--- src/rtl/updn_sweep_ctrl.sv ---
// Sequencer for an external up/down counter: seeks a start limit, then sweeps
// between latched LO/HI limits once, forever (ping-pong), or for NPASS passes.
module updn_sweep_ctrl #(
    parameter int WIDTH = 4
) (
    input  logic             CLK,
    input  logic             RESETN,
    input  logic             START,
    input  logic             STOP,
    input  logic [1:0]       MODE,
    input  logic [WIDTH-1:0] LO,
    input  logic [WIDTH-1:0] HI,
    input  logic [3:0]       NPASS,
    input  logic [WIDTH-1:0] Q,
    output logic             CNT_EN,
    output logic             UD,
    output logic             BUSY,
    output logic             DONE,
    output logic             ERR,
    output logic [3:0]       PASS
);

    typedef enum logic [1:0] {S_IDLE, S_SEEK, S_UP, S_DOWN} state_t;

    localparam logic [1:0] M_UP_ONCE = 2'b00;
    localparam logic [1:0] M_DN_ONCE = 2'b01;
    localparam logic [1:0] M_NPASS   = 2'b11;

    state_t           state_q, state_d;
    logic [1:0]       mode_q, mode_d;
    logic [WIDTH-1:0] lo_q, lo_d;
    logic [WIDTH-1:0] hi_q, hi_d;
    logic [WIDTH-1:0] tgt_q, tgt_d;
    logic [3:0]       npass_q, npass_d;
    logic [3:0]       pass_q, pass_d;
    logic             done_q, done_d;
    logic             err_q, err_d;

    logic [3:0] pass_inc;
    logic       last_pass;

    // NOTE: sequential state uses non-blocking assignments so every register
    // samples the pre-edge values; combinational blocks below use blocking.
    always_ff @(posedge CLK or negedge RESETN) begin
        if (!RESETN) begin
            state_q <= S_IDLE;
            mode_q  <= '0;
            lo_q    <= '0;
            hi_q    <= '0;
            tgt_q   <= '0;
            npass_q <= '0;
            pass_q  <= '0;
            done_q  <= 1'b0;
            err_q   <= 1'b0;
        end else begin
            state_q <= state_d;
            mode_q  <= mode_d;
            lo_q    <= lo_d;
            hi_q    <= hi_d;
            tgt_q   <= tgt_d;
            npass_q <= npass_d;
            pass_q  <= pass_d;
            done_q  <= done_d;
            err_q   <= err_d;
        end
    end

    assign pass_inc  = (pass_q == 4'hF) ? 4'hF : pass_q + 4'd1;
    assign last_pass = ({1'b0, pass_q} + 5'd1) == {1'b0, npass_q};

    // NOTE: every variable gets a default before the case so no path can
    // leave one unassigned and infer a latch.
    always_comb begin
        state_d = state_q;
        mode_d  = mode_q;
        lo_d    = lo_q;
        hi_d    = hi_q;
        tgt_d   = tgt_q;
        npass_d = npass_q;
        pass_d  = pass_q;
        done_d  = 1'b0;
        err_d   = 1'b0;
        unique case (state_q)
            S_IDLE: begin
                if (START) begin
                    if (LO >= HI || (MODE == M_NPASS && NPASS == 4'd0)) begin
                        err_d = 1'b1;
                    end else begin
                        mode_d  = MODE;
                        lo_d    = LO;
                        hi_d    = HI;
                        npass_d = NPASS;
                        pass_d  = 4'd0;
                        tgt_d   = (MODE == M_DN_ONCE) ? HI : LO;
                        state_d = S_SEEK;
                    end
                end
            end
            S_SEEK: begin
                if (STOP) begin
                    state_d = S_IDLE;
                    done_d  = 1'b1;
                end else if (Q == tgt_q) begin
                    state_d = (mode_q == M_DN_ONCE) ? S_DOWN : S_UP;
                end
            end
            S_UP: begin
                if (STOP) begin
                    state_d = S_IDLE;
                    done_d  = 1'b1;
                end else if (Q == hi_q) begin
                    pass_d = pass_inc;
                    if (mode_q == M_UP_ONCE || (mode_q == M_NPASS && last_pass)) begin
                        state_d = S_IDLE;
                        done_d  = 1'b1;
                    end else begin
                        state_d = S_DOWN;
                    end
                end
            end
            S_DOWN: begin
                if (STOP) begin
                    state_d = S_IDLE;
                    done_d  = 1'b1;
                end else if (Q == lo_q) begin
                    pass_d = pass_inc;
                    if (mode_q == M_DN_ONCE || (mode_q == M_NPASS && last_pass)) begin
                        state_d = S_IDLE;
                        done_d  = 1'b1;
                    end else begin
                        state_d = S_UP;
                    end
                end
            end
            default: ;
        endcase
    end

    // STOP gates the enable in the same cycle so the counter cannot step past an abort.
    always_comb begin
        CNT_EN = 1'b0;
        UD     = 1'b0;
        unique case (state_q)
            S_SEEK: begin
                CNT_EN = (Q != tgt_q) && !STOP;
                UD     = (Q < tgt_q);
            end
            S_UP: begin
                CNT_EN = (Q != hi_q) && !STOP;
                UD     = 1'b1;
            end
            S_DOWN: begin
                CNT_EN = (Q != lo_q) && !STOP;
                UD     = 1'b0;
            end
            default: ;
        endcase
    end

    assign BUSY = (state_q != S_IDLE);
    assign DONE = done_q;
    assign ERR  = err_q;
    assign PASS = pass_q;

endmodule
--- config.mk ---
export PLATFORM = sky130hd
export DESIGN_NAME = updn_sweep_ctrl
export DESIGN_NICKNAME = d
export VERILOG_FILES = /design/src/rtl/updn_sweep_ctrl.sv
export SDC_FILE = /design/constraint.sdc
export NUM_CORES = 1
export LEC_CHECK = 0
export ABC_AREA = 1
export CORE_MARGIN = 3
export CORE_UTILIZATION = 30
export DETAILED_ROUTE_END_ITERATION = 8
export GPL_TIMING_DRIVEN = 0
export PLACE_DENSITY_LB_ADDON = 0.15
export SYNTH_ARGS = -nofsm -noshare
export SYNTH_HDL_FRONTEND = slang
export SYNTH_SLANG_ARGS = --single-unit
export TNS_END_PERCENT = 20
--- constraint.sdc ---
create_clock -name CLK -period 1.9 [get_ports CLK]
set_input_delay 0.38 -clock CLK [delete_from_list [all_inputs] [get_ports CLK]]
set_output_delay 0.38 -clock CLK [all_outputs]
set_load 0.03 [all_outputs]
## Word level (Yosys, flattened, before mapping)

Index checks and enable logic that the tools add are counted.

- Mux-type cells: 34
- Bitwise operators: 1
- Reductions and logical operators: 17
- $lt $le $gt $ge: 2
- Add/sub/neg operators: 2
- Equal/unequal tests: 24

Operator list:

| cell | count |
|---|---|
| two-way mux 4 bit | 8 |
| two-way mux 2 bit | 10 |
| == test 4 bit | 3 |
| inequality test 2 bit, second input constant | 6 |
| inequality test 4 bit | 3 |
| one-hot mux 4 bit (3 select lines) | 1 |
| two-way mux 1 bit | 11 |
| inequality test 3 bit, second input constant | 3 |
| == test 2 bit, second input constant | 4 |
| one-hot mux 2 bit (4 select lines) | 1 |
| AND reduction 7 bit | 1 |
| == test 2 x 1 -> 1 bit, second input constant | 3 |
| one-hot mux 1 bit (3 select lines) | 2 |
| adder 4 x 1 -> 5 bit, second input constant | 1 |
| == test 5 x 4 -> 1 bit | 1 |
| logical AND 1 bit | 5 |
| AND reduction 5 bit | 1 |
| adder 4 x 1 -> 4 bit, second input constant | 1 |
| == test 4 bit, second input constant | 1 |
| greater-or-equal comparator 4 bit | 1 |
| logical NOT 2 bit | 2 |
| logical NOT 4 bit | 1 |
| less-than comparator 4 bit | 1 |
| logical OR 1 bit | 3 |
| other kinds (6) | 6 |

- Bits of input ports: 22
- Output and inout port bits: 9
- Flip-flop bits (word level): 26

## Logic depth before layout (Yosys ltp)

Gate-level depths: netlist of the first run.

- Word-level depth: 8
- Mapped depth: 13
- Mapped depth without buffers: 13

## Least setup slack after synthesis of the first run

No wires, ideal clock.

- Path kind: register to output
- From: reg state_q[0]
- To: out CNT_EN
- Setup slack: -0.474 ns
- Path buffers: 0
- Arrival time: 1.994 ns
- Stages on the path, launching flop included: 8
- Path through: dfrtp_1 > ha_1 > inv_1 > nand2_1 > nand2_1 > xor2_1 > a21oi_1 > nor4_1

- Cells in the longest elaborated chain, start to end: 2

RTL lines:

| element | RTL line | RTL |
|---|---|---|
| from (decl) | 29 | `state_t state_q, state_d;` |
| from (signal assigned) | 56 | `state_q <= state_d;` |
| == test 2 bit / == test 2 x 1 -> 1 bit (equally long branches) | 143 | `unique case (state_q)` |
| one-hot mux 1 bit (3 select lines) (*) | 143 |  |
| to (decl) | 15 | `output logic CNT_EN,` |

Every way passes the cells marked *; elsewhere a longest branch is shown, timed or not.

## Worst setup path in the final report of the first run

- From: reg state_q[1]
- To: out CNT_EN

Same word-level chain as after synthesis.

==> summary by stage, run 1 <==
Clocking
At the later pin of the worst-skew pair, clock insertion delay measures around 0.28 ns. The clock-pin slew on the worst setup and hold paths is 0.10 ns. Clock tree synthesis inserted a total of 3 buffers. The clock tree root buffer cell is clkbuf_8. CTS built an H-tree with a depth of 1. The total clock sinks is 26. The maximum number of buffers from clock root to sink is 2. The TritonCTS clock tree is built. The total of hold buffers inserted after clock tree synthesis is 0.

Detailed routing
Dividing the detail-routed via count by the number of cells gives approximately 4.7. For this block, the initial DRC count from the detailed router was between 50 and 60. After detailed routing, the average wire length per cell comes to between 10 and 15 microns.

The number of antenna-violating nets in the routed design is 0. The total vias in the final route is 1732. The residual DRC count is 0. The first-pass iteration count of the detailed router is 4.

The routed design has approximately 4500 microns of wire.

Synthesis
The post-synthesis cell type count is 25. The count of flip-flops with a built-in enable after synthesis is 0. Averaged over all synthesized cells, the footprint is roughly 7.1 sq um. The number of nets produced by synthesis is about 290. The register bit count reported by yosys is 26. The area of the mapped netlist is between 1500 and 2000 sq um. The synthesis warning total is 0.

In the synthesized netlist, the number of instances is approximately 260. The commonest register cell after synthesis is dfrtp_1. The async set or reset register ratio after synthesis is 100%. Of the synthesized area, sequential elements account for between 30% and 40%.

Timing
The post-layout minimum cycle time is between 2 and 2.5 ns. Once routing completed, OpenROAD measured the worst setup slack at -0.170 ns. The number of slew-limit violations in the final report was 0.

Derived from the worst setup path, the maximum achievable clock frequency is approximately 480 MHz. The slew at the pin closest to its max-slew limit is 0.599 ns. Setup violations remaining at the end of the flow were counted as 3. The worst path uses 109% of the clock period. Setup repair after global routing could not meet its margin everywhere. The final hold violation count is 0.

The sum of negative setup slack is -0.231 ns. In this run the tightest slew margin relative to its limit is approximately 60%. Final hold analysis gives a worst-case slack of 0.0881 ns.

The clock arrives with roughly 0.0095 ns of skew.

Finish
The number of fill cells is 603. Registers take 654 sq um. The antenna cell count is 0. The fraction of final layout cells with drive strength greater than 1 is 22.7%. The post-layout instance count excluding filler cells is ~370. Compared with the post-synthesis result, the final layout area differs by 38.2%. The count of nets after finishing is around 340.

The multi-input gate area in the final layout is 1190 sq um.

Run
The reported max-cap violation count is 0.

Critical path
The worst-case reg-to-reg path depth is 9. On the worst path, the slowest cell contributes a delay of 0.45 ns. Along the worst path, the maximum fanout reaches 5. The worst register-to-register path ends at PASS[3]$_DFFE_PN0P_.

The critical register-to-register path startpoint is state_q[1]$_DFFE_PN0P_. For flop-to-flop paths, the worst setup slack is around 0.13 ns. The critical path required time is around 1.5 ns. The count of buffering cells on the critical path with inverters included is 3.

Traced cell by cell, the critical path runs through buf_4, ha_4, nor2_4, inv_2, nor2_1, nor4_4, buf_6. The worst setup path is captured at an output port. The cell at the slowest stage of the critical path is dfrtp_2.

The worst setup path is of the register to output port kind. The startpoint type of the worst setup path is a register. The family of cells with the greatest summed delay on the critical path is flip-flops. Data on the critical path arrives at its endpoint at ~1.7 ns.

Die
The die is roughly 84 microns wide. The effective utilization at floorplan is approximately a third. The count of standard-cell rows is 27. The area of the die is between 7000 and 8000 sq um.

The I/O pin count is 31. The standard cell core area is around 5700 sq um. The floorplan step set the die height to 83.9 microns.

Place
The global placement routability congestion is roughly 0.78. The quantity of I/O buffers inserted on ports is 30. The post-DP HPWL is between 3000 and 4000 microns. The minimum setup slack after placement is -0.993 ns.

The post-placement cell count is roughly 360.

Min path
The path type of the worst min-delay path is input pin to asynchronous set/reset pin.

Global route
The initial antenna violation count is 0. The total congestion overflow after global routing is 0. Global routing used a little over an eighth of the available tracks across all layers. The number of global-route vias before repair is roughly 1700. The first global-routing pass estimated 7740 microns of wire. Entering global routing, the biggest net connects 27 pins.

Power and ir drop
The power per cell area is 1250 nW/um^2. The leakage power figure is approximately 1.2 nW. The maximum resistive drop on vdd is between 400 and 500 uV. Total power for the finished layout comes to 3.15 mW.

Outcome
The final reports fail on setup timing. The flow ran to the end, but the final reports show violations.
## worst max path at each step
stage	end	cells past startpoint	start
after floorplan	CNT_EN	7	state_q[0]$_DFFE_PN0P_
after global placement	CNT_EN	8	Q[3]
after detailed placement	CNT_EN	8	Q[3]
after CTS	CNT_EN	8	state_q[1]$_DFFE_PN0P_
after global routing	CNT_EN	8	state_q[0]$_DFFE_PN0P_
final	CNT_EN	7	state_q[1]$_DFFE_PN0P_
## through the flow
| step | util (%) | area (sq um) |
|---|---|---|
| 2_1_floorplan | - | 1830 |
| 3_3_place_gp | 39.2 | 2220 |
| 3_5_place_dp | 39.2 | 2220 |
| 4_1_cts | 43.3 | 2460 |
| 5_1_grt | 44.3 | 2510 |
| 6_report | 44.3 | 2510 |
## cell families (layout without fill, tap and decap cells)
| group | Yosys count | count (layout) | share of synthesized area, % |
|---|---|---|---|
| DFF | 26 | 26 | 35.8 |
| AOI/OAI and AO/OA | 33 | 33 | 9.90 |
| and+or+nand+nor | 140 | 140 | 33.4 |
| adders and majority gates | 15 | 15 | 10.3 |
| buffers and inverters | 34 | 79 | 7.22 |
| xor gates and xnor gates | 7 | 7 | 3.37 |
## cell type report
type / instances / share of cell area, %
plain buffers: 3 / 1.04
clock buffers: 4 / 2.19
inverters: 31 / 4.63
multi-input cells: 195 / 47.2
flip-flops and latches: 26 / 26.0
well taps: 72 / 3.58
repair buffers: 41 / 15.3
## what timing repair did
action | CTS | global route
endpoints found under the setup margin | 26 | 28
pin swaps | 8 | 5
setup buffers | 7 | 3
gates cloned | 1 | 0
resized for setup | 53 | 14
## cell usage in the layout, fill, tap and decap left out, drive strengths merged
cell,synthesis,final
a211oi,1,1
a21oi,7,7
a31oi,2,2
buf,3,17
clkbuf,0,4
clkdlybuf4s15,0,2
clkdlybuf4s50,0,18
dfrtp,26,26
dlygate4sd2,0,4
dlymetal6s2s,0,3
ha,15,15
inv,31,31
nand2,92,92
nand3,12,12
nand3b,2,2
nand4,5,5
nor2,25,25
nor3,2,2
nor4,1,1
o211ai,1,1
o21ai,21,21
o21bai,1,1
or2,1,1
xnor2,2,2
xor2,5,5
## power by group
| part | total, mW | switching (mW) | internal, mW |
|---|---|---|---|
| clock network | 0.378 | 0.192 | 0.186 |
| registers | 0.961 | 0.177 | 0.785 |
| logic | 1.81 | 1.05 | 0.767 |
| total | 3.15 | 1.42 | 1.74 |
## routing by layer
metal / wire length [microns] / global-route usage (%) / vias to the layer above
met1: 2030 / 16.4 / 786
li1: - / - / 909
met3: 150 / 1.97 / 7
met4: 90 / 5.26 / 0
met2: 2240 / 24.2 / 30
met5: 0 / 0 / -
## flip-flops by register name (all words and copies together), names as in the netlist
name and flops:
DONE 1, ERR 1, PASS 4, hi_q 4, lo_q 4, mode_q 2
npass_q 4, state_q 2, tgt_q 4
## synthesized netlist by cell type, types with 2 or more instances
master / instances / area (sq um)
a21oi_1: 7 / 35.0
a31oi_1: 2 / 12.5
buf_2: 3 / 15.0
dfrtp_1: 26 / 651
ha_1: 15 / 188
inv_1: 26 / 97.6
inv_2: 5 / 18.8
nand2_1: 92 / 345
nand3_1: 10 / 50.1
nand3_2: 2 / 20.0
nand3b_1: 2 / 15.0
nand4_1: 5 / 31.3
nor2_1: 21 / 78.8
nor2_2: 2 / 12.5
nor2_4: 2 / 22.5
nor3_2: 2 / 20.0
o21ai_0: 15 / 75.1
o21ai_1: 6 / 30.0
xnor2_1: 2 / 17.5
xor2_1: 5 / 43.8
(Power assumes the default switching activity.)
==> run 2: changes to the inputs <==
MAX_ROUTING_LAYER = met4   (was unset)
==> summary by stage, run 2 (synthesized netlist as in run 1, its figures left out) <==
Die
The horizontal extent of the die is 83.9 microns (unchanged). The effective utilization at floorplan is 32.1% (unchanged). The I/O pin count came to 31 (unchanged). The standard cell core area came to 5680 sq um (unchanged).

The count of standard-cell rows is 27 (unchanged). The area of the die is 7030 sq um (unchanged). The height of the die came to 83.9 microns (unchanged).

Place
The post-DP HPWL is 3370 microns (unchanged). The minimum setup slack after placement is -0.993 ns (unchanged). The quantity of I/O buffers inserted on ports was 30 (unchanged). The global placement routability congestion was 0.786 (was 0.775).

Timing
The post-route fraction of the period consumed by the critical path is 109% (about the same). The sum of negative setup slack is -0.227 ns (was -0.231 ns). The worst hold margin is 0.0901 ns (was 0.0881 ns).

The final hold violation count is 0 (unchanged). The number of slew-limit violations in the final report is 0 (unchanged). The number of endpoints failing setup at the final stage came to 3 (unchanged). The clock skew was 0.00842 ns (was 0.00952 ns).

The minimum setup slack in the final design was -0.169 ns (was -0.170 ns). The worst relative slew slack is 59.8% (was 60.1%). The maximum achievable frequency is 483 MHz (about the same). The post-layout minimum cycle time is 2.07 ns (about the same). RSZ-0062 raised after global routing: true (unchanged). The slew at the pin closest to its max-slew limit is 0.603 ns (was 0.599 ns).

Finish
The multi-input gate area in the final layout was 1190 sq um (unchanged). The antenna cell count is 0 (unchanged). The area taken by flip-flops and latches is 654 sq um (unchanged). The post-route core utilization is 44.3% (unchanged). The number of fill cells came to 603 (unchanged). The count of nets after finishing came to 338 (unchanged). Highest-count cells in the layout ignoring fill and taps: nand2_1 (90), dfrtp_1 (23), nor2_1 (19), inv_1 (18), clkdlybuf4s50_1 (18) (unchanged).

The growth of design area from synthesis to finish came to 38.2% (unchanged). The most common cell after layout, fill and taps aside is nand2_1 (unchanged). The fraction of final layout cells with drive strength greater than 1 was 22.7% (unchanged).

Critical path
The type of element capturing the critical path is an output port (unchanged). The highest cell delay on the worst timing path came to 0.45 ns (about the same). Critical-path cell list: buf_4, ha_4, nor2_4, inv_2, nor2_1, nor4_4, buf_6 (unchanged). The critical-path maximum fanout came to 5 (unchanged).

The cell at the slowest stage of the critical path is dfrtp_2 (unchanged). The family of cells with the greatest summed delay on the critical path was flip-flops (unchanged). The critical register-to-register path startpoint is state_q[1]$_DFFE_PN0P_ (unchanged). The critical path data arrival time is 1.69 ns (about the same). The startpoint type of the worst setup path was a register (unchanged).

The worst-case reg-to-reg path depth is 9 (unchanged). The setup slack on the worst flop-to-flop path was 0.13 ns (about the same). The count of buffering cells on the critical path with inverters included is 3 (unchanged). The critical path required time is 1.52 ns (about the same). The capture point of the worst path is CNT_EN (unchanged).

The critical register-to-register path endpoint is PASS[3]$_DFFE_PN0P_ (unchanged). The cell depth of the worst setup path is 7 (unchanged). The class of the most critical setup path is register to output port (unchanged). The start point of the critical path is state_q[1]$_DFFE_PN0P_ (unchanged).

Power and ir drop
The portion of total power attributed to the clock network is 12.0% (about the same). The leakage power figure is 1.23 nW (unchanged). The final total power is 3.15 mW (about the same). The sequential power share is 30.5% (about the same). The power per cell area is 1250 nW/um^2 (about the same). The maximum resistive drop on vdd is 477 uV (about the same). The proportion of total power due to net switching is 44.9% (about the same).

The combinational group share of total power was 57.5% (about the same). The design internal power was 1.74 mW (about the same). The net switching power of the design was 1.42 mW (about the same).

Detailed routing
The via density per instance is 4.65 (was 4.66). The uppermost layer routed is met4 (unchanged). The number of DRC violations after detailed-routing iteration 0 came to 50 (was 54). The total vias in the final route is 1730 (was 1732).

The total wire length is 4530 microns (was 4510 microns). The mean routed wirelength per cell is 12.2 microns (was 12.1 microns). The wire length on met3 is 142 microns (was 150 microns).

The number of antenna-violating nets in the routed design is 0 (unchanged). The met1 wire length is 2050 microns (was 2030 microns). The residual DRC count is 0 (unchanged). The first-pass iteration count of the detailed router is 4 (unchanged). The total length of routed met2 wires is 2270 microns (was 2240 microns).

Outcome
Status: finished, violations left (unchanged). Violated checks: setup timing (unchanged).

Global route
The number of global-route vias before repair came to 1686 (unchanged). The total congestion overflow after global routing is 0 (unchanged). The initial antenna violation count is 0 (unchanged).

The global-route wire length before repair is 7740 microns (unchanged). The pin count of the biggest net entering global routing is 27 (unchanged). The global router's overall resource usage is 14.0% (was 13.6%).

Clocking
The clock-pin slew on the worst setup and hold paths came to 0.10 ns (about the same). The maximum number of buffers from clock root to sink is 2 (unchanged). The number of H-tree levels is 1 (unchanged). The total of hold buffers inserted after clock tree synthesis is 0 (unchanged). The clock latency on the worst-skew pair came to 0.28 ns (about the same). The number of clock buffers inserted by TritonCTS is 3 (unchanged). The TritonCTS clock tree was built (unchanged). The total clock sinks came to 26 (unchanged). The clock tree root buffer cell is clkbuf_8 (unchanged).

Run
The reported max-cap violation count is 0 (unchanged).

Min path
The path type of the worst min-delay path is input pin to asynchronous set/reset pin (unchanged).
## run 2: final cells by class
cell class	count	share of cell area, %
clock buffer	4	2.19
buffer	3	1.04
tap	72	3.58
inverter	31	4.63
multi-input combinational	195	47.2
timing repair buffer	41	15.3
sequential	26	26.0
## run 2: layer usage
metal / track usage (%) / vias up
li1: - / 909
met3: 1.97 / 7
met2: 24.2 / 29
met1: 16.4 / 785
met4: 5.26 / 0
met5: - / -
## run 2: repair_timing
action / in CTS / in global routing
cloned: 1 / 0
resized for setup: 53 / 14
pin swaps: 8 / 5
setup buffers: 7 / 3
setup endpoints to repair: 26 / 28
## run 2: metrics by stage
step / area [sq um] / cells
after floorplan: 1830 / 255
after global placement: 2220 / 357
after detailed placement: 2220 / 357
after CTS: 2460 / 369
after global routing: 2510 / 372
final: 2510 / 372
## run 2: worst min path at each step
stage / start / to / slack, ns / depth (start not counted)
finish: RESETN / ERR$_DFF_PN0_ / 0.09 / 1
floorplan: RESETN / DONE$_DFF_PN0_ / 0.08 / 0
global placement: npass_q[2]$_DFFE_PN0P_ / npass_q[2]$_DFFE_PN0P_ / 0.47 / 2
detailed placement: hi_q[0]$_DFFE_PN0P_ / hi_q[0]$_DFFE_PN0P_ / 0.48 / 2
CTS: hi_q[0]$_DFFE_PN0P_ / hi_q[0]$_DFFE_PN0P_ / 0.51 / 2
global route: RESETN / ERR$_DFF_PN0_ / 0.15 / 1
## run 2: power by group through the flow
| stage | Combinational [mW] | Clock (mW) | Sequential, mW |
|---|---|---|---|
| 4_1_cts | 1.75 | 0.390 | 0.963 |
| 2_1_floorplan | 1.11 | 0 | 0.963 |
| 6_report | 1.81 | 0.378 | 0.963 |
| 3_5_place_dp | 1.58 | 0 | 0.956 |
| 3_3_place_gp | 1.57 | 0 | 0.952 |
| 5_1_grt | 2.05 | 0.415 | 1.00 |
==> run 3: changes to the inputs <==
CORE_UTILIZATION = 50   (was 30)
SLEW_MARGIN = 20   (was unset)
==> summary by stage, run 3 (synthesized netlist as in run 1, its figures left out) <==
Global route
The pin count of the biggest net entering global routing was 27 (unchanged). The number of global-route vias before repair was 1584 (was 1686). The global router's overall resource usage is 21.3% (was 14.0%).

The global-route wire length before repair was 7010 microns (was 7740 microns). The initial antenna violation count is 0 (unchanged). The most utilized layer in the global route result is met2 (unchanged). The total congestion overflow after global routing was 0 (unchanged). The met3 usage is 1.53% (was 1.97%). The met1 usage in global routing came to 23.9% (was 16.4%). The met2 global-route usage was 39.3% (was 24.2%).

Detailed routing
The total wire length is 4460 microns (was 4530 microns). The number of DRC violations after detailed-routing iteration 0 is 109 (was 50). The via density per instance is 5.12 (was 4.65). The total vias in the final route is 1752 (was 1730). The residual DRC count is 0 (unchanged). The first-pass iteration count of the detailed router is 4 (unchanged). The number of antenna-violating nets in the routed design came to 0 (unchanged). The mean routed wirelength per cell is 13.0 microns (was 12.2 microns).

Critical path
The critical register-to-register path endpoint is PASS[3]$_DFFE_PN0P_ (unchanged). The type of element capturing the critical path was an output port (unchanged). The critical register-to-register path startpoint is state_q[1]$_DFFE_PN0P_ (unchanged). The critical-path maximum fanout is 4 (was 5). The critical path required time is 1.52 ns (about the same). Critical-path cell list: buf_6, clkinvlp_4, ha_1, nor4_4, buf_6 (was buf_4, ha_4, nor2_4, inv_2, nor2_1, nor4_4, buf_6). The worst-case reg-to-reg path depth came to 9 (unchanged). The critical path data arrival time was 1.77 ns (was 1.69 ns).

The highest cell delay on the worst timing path is 0.44 ns (was 0.45 ns). The cell at the slowest stage of the critical path was dfrtp_2 (unchanged). By instance count, the cell type seen most on the critical path is buf_6. The startpoint type of the worst setup path is a register (unchanged).

The setup slack on the worst flop-to-flop path came to 0.03 ns (was 0.13 ns). The start point of the critical path is state_q[1]$_DFFE_PN0P_ (unchanged). The capture point of the worst path is CNT_EN (unchanged). The class of the most critical setup path is register to output port (unchanged).

Finish
The multi-input gate area in the final layout is 1190 sq um (about the same). The count of nets after finishing is 334 (was 338). The fraction of final layout cells with drive strength greater than 1 is 20.9% (was 22.7%). The growth of design area from synthesis to finish is 35.1% (was 38.2%). The number of fill cells is 278 (was 603). Highest-count cells in the layout ignoring fill and taps: nand2_1 (89), dfrtp_1 (23), inv_1 (20), clkdlybuf4s50_1 (19), nor2_1 (18) (was nand2_1 (90), dfrtp_1 (23), nor2_1 (19), inv_1 (18), clkdlybuf4s50_1 (18)). The most common cell after layout, fill and taps aside is nand2_1 (unchanged). The antenna cell count is 0 (unchanged). The area taken by flip-flops and latches is 654 sq um (unchanged).

Place
The minimum setup slack after placement is -0.993 ns (about the same). The post-DP HPWL is 3170 microns (was 3370 microns). The global placement routability congestion is 0.868 (was 0.786). The quantity of I/O buffers inserted on ports is 30 (unchanged).

Timing
The number of endpoints failing setup at the final stage is 2 (was 3). RSZ-0062 raised after global routing: true (unchanged). The sum of negative setup slack came to -0.388 ns (was -0.227 ns). The post-layout minimum cycle time is 2.15 ns (was 2.07 ns). The post-route fraction of the period consumed by the critical path is 113% (was 109%). The final hold violation count came to 0 (unchanged). The maximum achievable frequency is 465 MHz (was 483 MHz). The minimum setup slack in the final design is -0.249 ns (was -0.169 ns). The clock skew is 0.00572 ns (was 0.00842 ns). The number of slew-limit violations in the final report is 0 (unchanged). The worst relative slew slack is 60.7% (was 59.8%). The slew at the pin closest to its max-slew limit came to 0.589 ns (was 0.603 ns). The worst hold margin is 0.0154 ns (was 0.0901 ns).

Clocking
The number of H-tree levels is 1 (unchanged). The maximum number of buffers from clock root to sink is 2 (unchanged). The clock latency on the worst-skew pair is 0.33 ns (was 0.28 ns).

The clock-pin slew on the worst setup and hold paths is 0.16 ns (was 0.10 ns). The total clock sinks is 26 (unchanged). The clock tree root buffer cell is clkbuf_4 (was clkbuf_8). The number of clock buffers inserted by TritonCTS was 3 (unchanged).

The total of hold buffers inserted after clock tree synthesis is 0 (unchanged). The TritonCTS clock tree is built (unchanged).

Die
The standard cell core area is 3420 sq um (was 5680 sq um). The height of the die was 66.3 microns (was 83.9 microns). The I/O pin count is 31 (unchanged). The horizontal extent of the die is 66.3 microns (was 83.9 microns).

The count of standard-cell rows was 21 (was 27). The area of the die was 4400 sq um (was 7030 sq um). The effective utilization at floorplan was 53.3% (was 32.1%).

Outcome
Violated checks: setup timing (unchanged). Status: finished, violations left (unchanged).

Run
The reported max-cap violation count is 0 (unchanged).

Power and ir drop
The power per cell area came to 1330 nW/um^2 (was 1250 nW/um^2). The maximum resistive drop on vdd is 612 uV (was 477 uV). The final total power came to 3.26 mW (was 3.15 mW).

The leakage power figure is 1.23 nW (about the same).

Min path
The path type of the worst min-delay path was input pin to asynchronous set/reset pin (unchanged).
## run 3: what timing repair did
item	in CTS	in global routing
gates cloned	0	1
hold endpoints to repair	0	0
endpoints found under the setup margin	25	29
setup buffers	4	2
resized for setup	42	31
pin swaps	4	5
## run 3: layout make-up
cell class | count | area share, %
Multi-Input combinational cell | 195 | 48.4
Sequential cell | 26 | 26.6
Timing Repair Buffer | 37 | 14.1
Inverter | 31 | 5.09
Tap cell | 46 | 2.34
Clock inverter | 1 | 1.22
Buffer | 3 | 1.22
Clock buffer | 3 | 0.916
## run 3: worst min-delay path by stage
stage	end	slack (ns)	startpoint
global placement	npass_q[2]$_DFFE_PN0P_	0.47	npass_q[2]$_DFFE_PN0P_
detailed placement	PASS[3]$_DFFE_PN0P_	0.41	RESETN
CTS	PASS[0]$_DFFE_PN0P_	0.03	RESETN
finish	PASS[3]$_DFFE_PN0P_	0.02	RESETN
floorplan	DONE$_DFF_PN0_	0.08	RESETN
global route	PASS[2]$_DFFE_PN0P_	0.05	RESETN
## run 3: per-layer routing
layer	routed length [microns]	vias to the layer above
met2	2420	44
met5	0	-
li1	-	898
met3	138	8
met4	77	0
met1	1820	802
## run 3: stage by stage
| step | area [sq um] | util [%] | std cells |
|---|---|---|---|
| after floorplan | 1830 | - | 255 |
| after global placement | 2190 | 64.2 | 331 |
| after detailed placement | 2190 | 64.0 | 331 |
| after CTS | 2340 | 68.6 | 339 |
| after global routing | 2460 | 72.0 | 342 |
| final | 2460 | 72.0 | 342 |
## run 3: worst max-delay path: cells and delay by family (launching register included)
family | cells | cell delay (ns)
buf+inv | 3 | 0.45
flops | 1 | 0.44
simple gates | 1 | 0.29
fa+ha+maj | 1 | 0.26
## run 3: power by group
| part | internal [mW] | switching, mW |
|---|---|---|
| Clock | 0.214 | 0.183 |
| Sequential | 0.782 | 0.172 |
| Combinational | 0.795 | 1.12 |
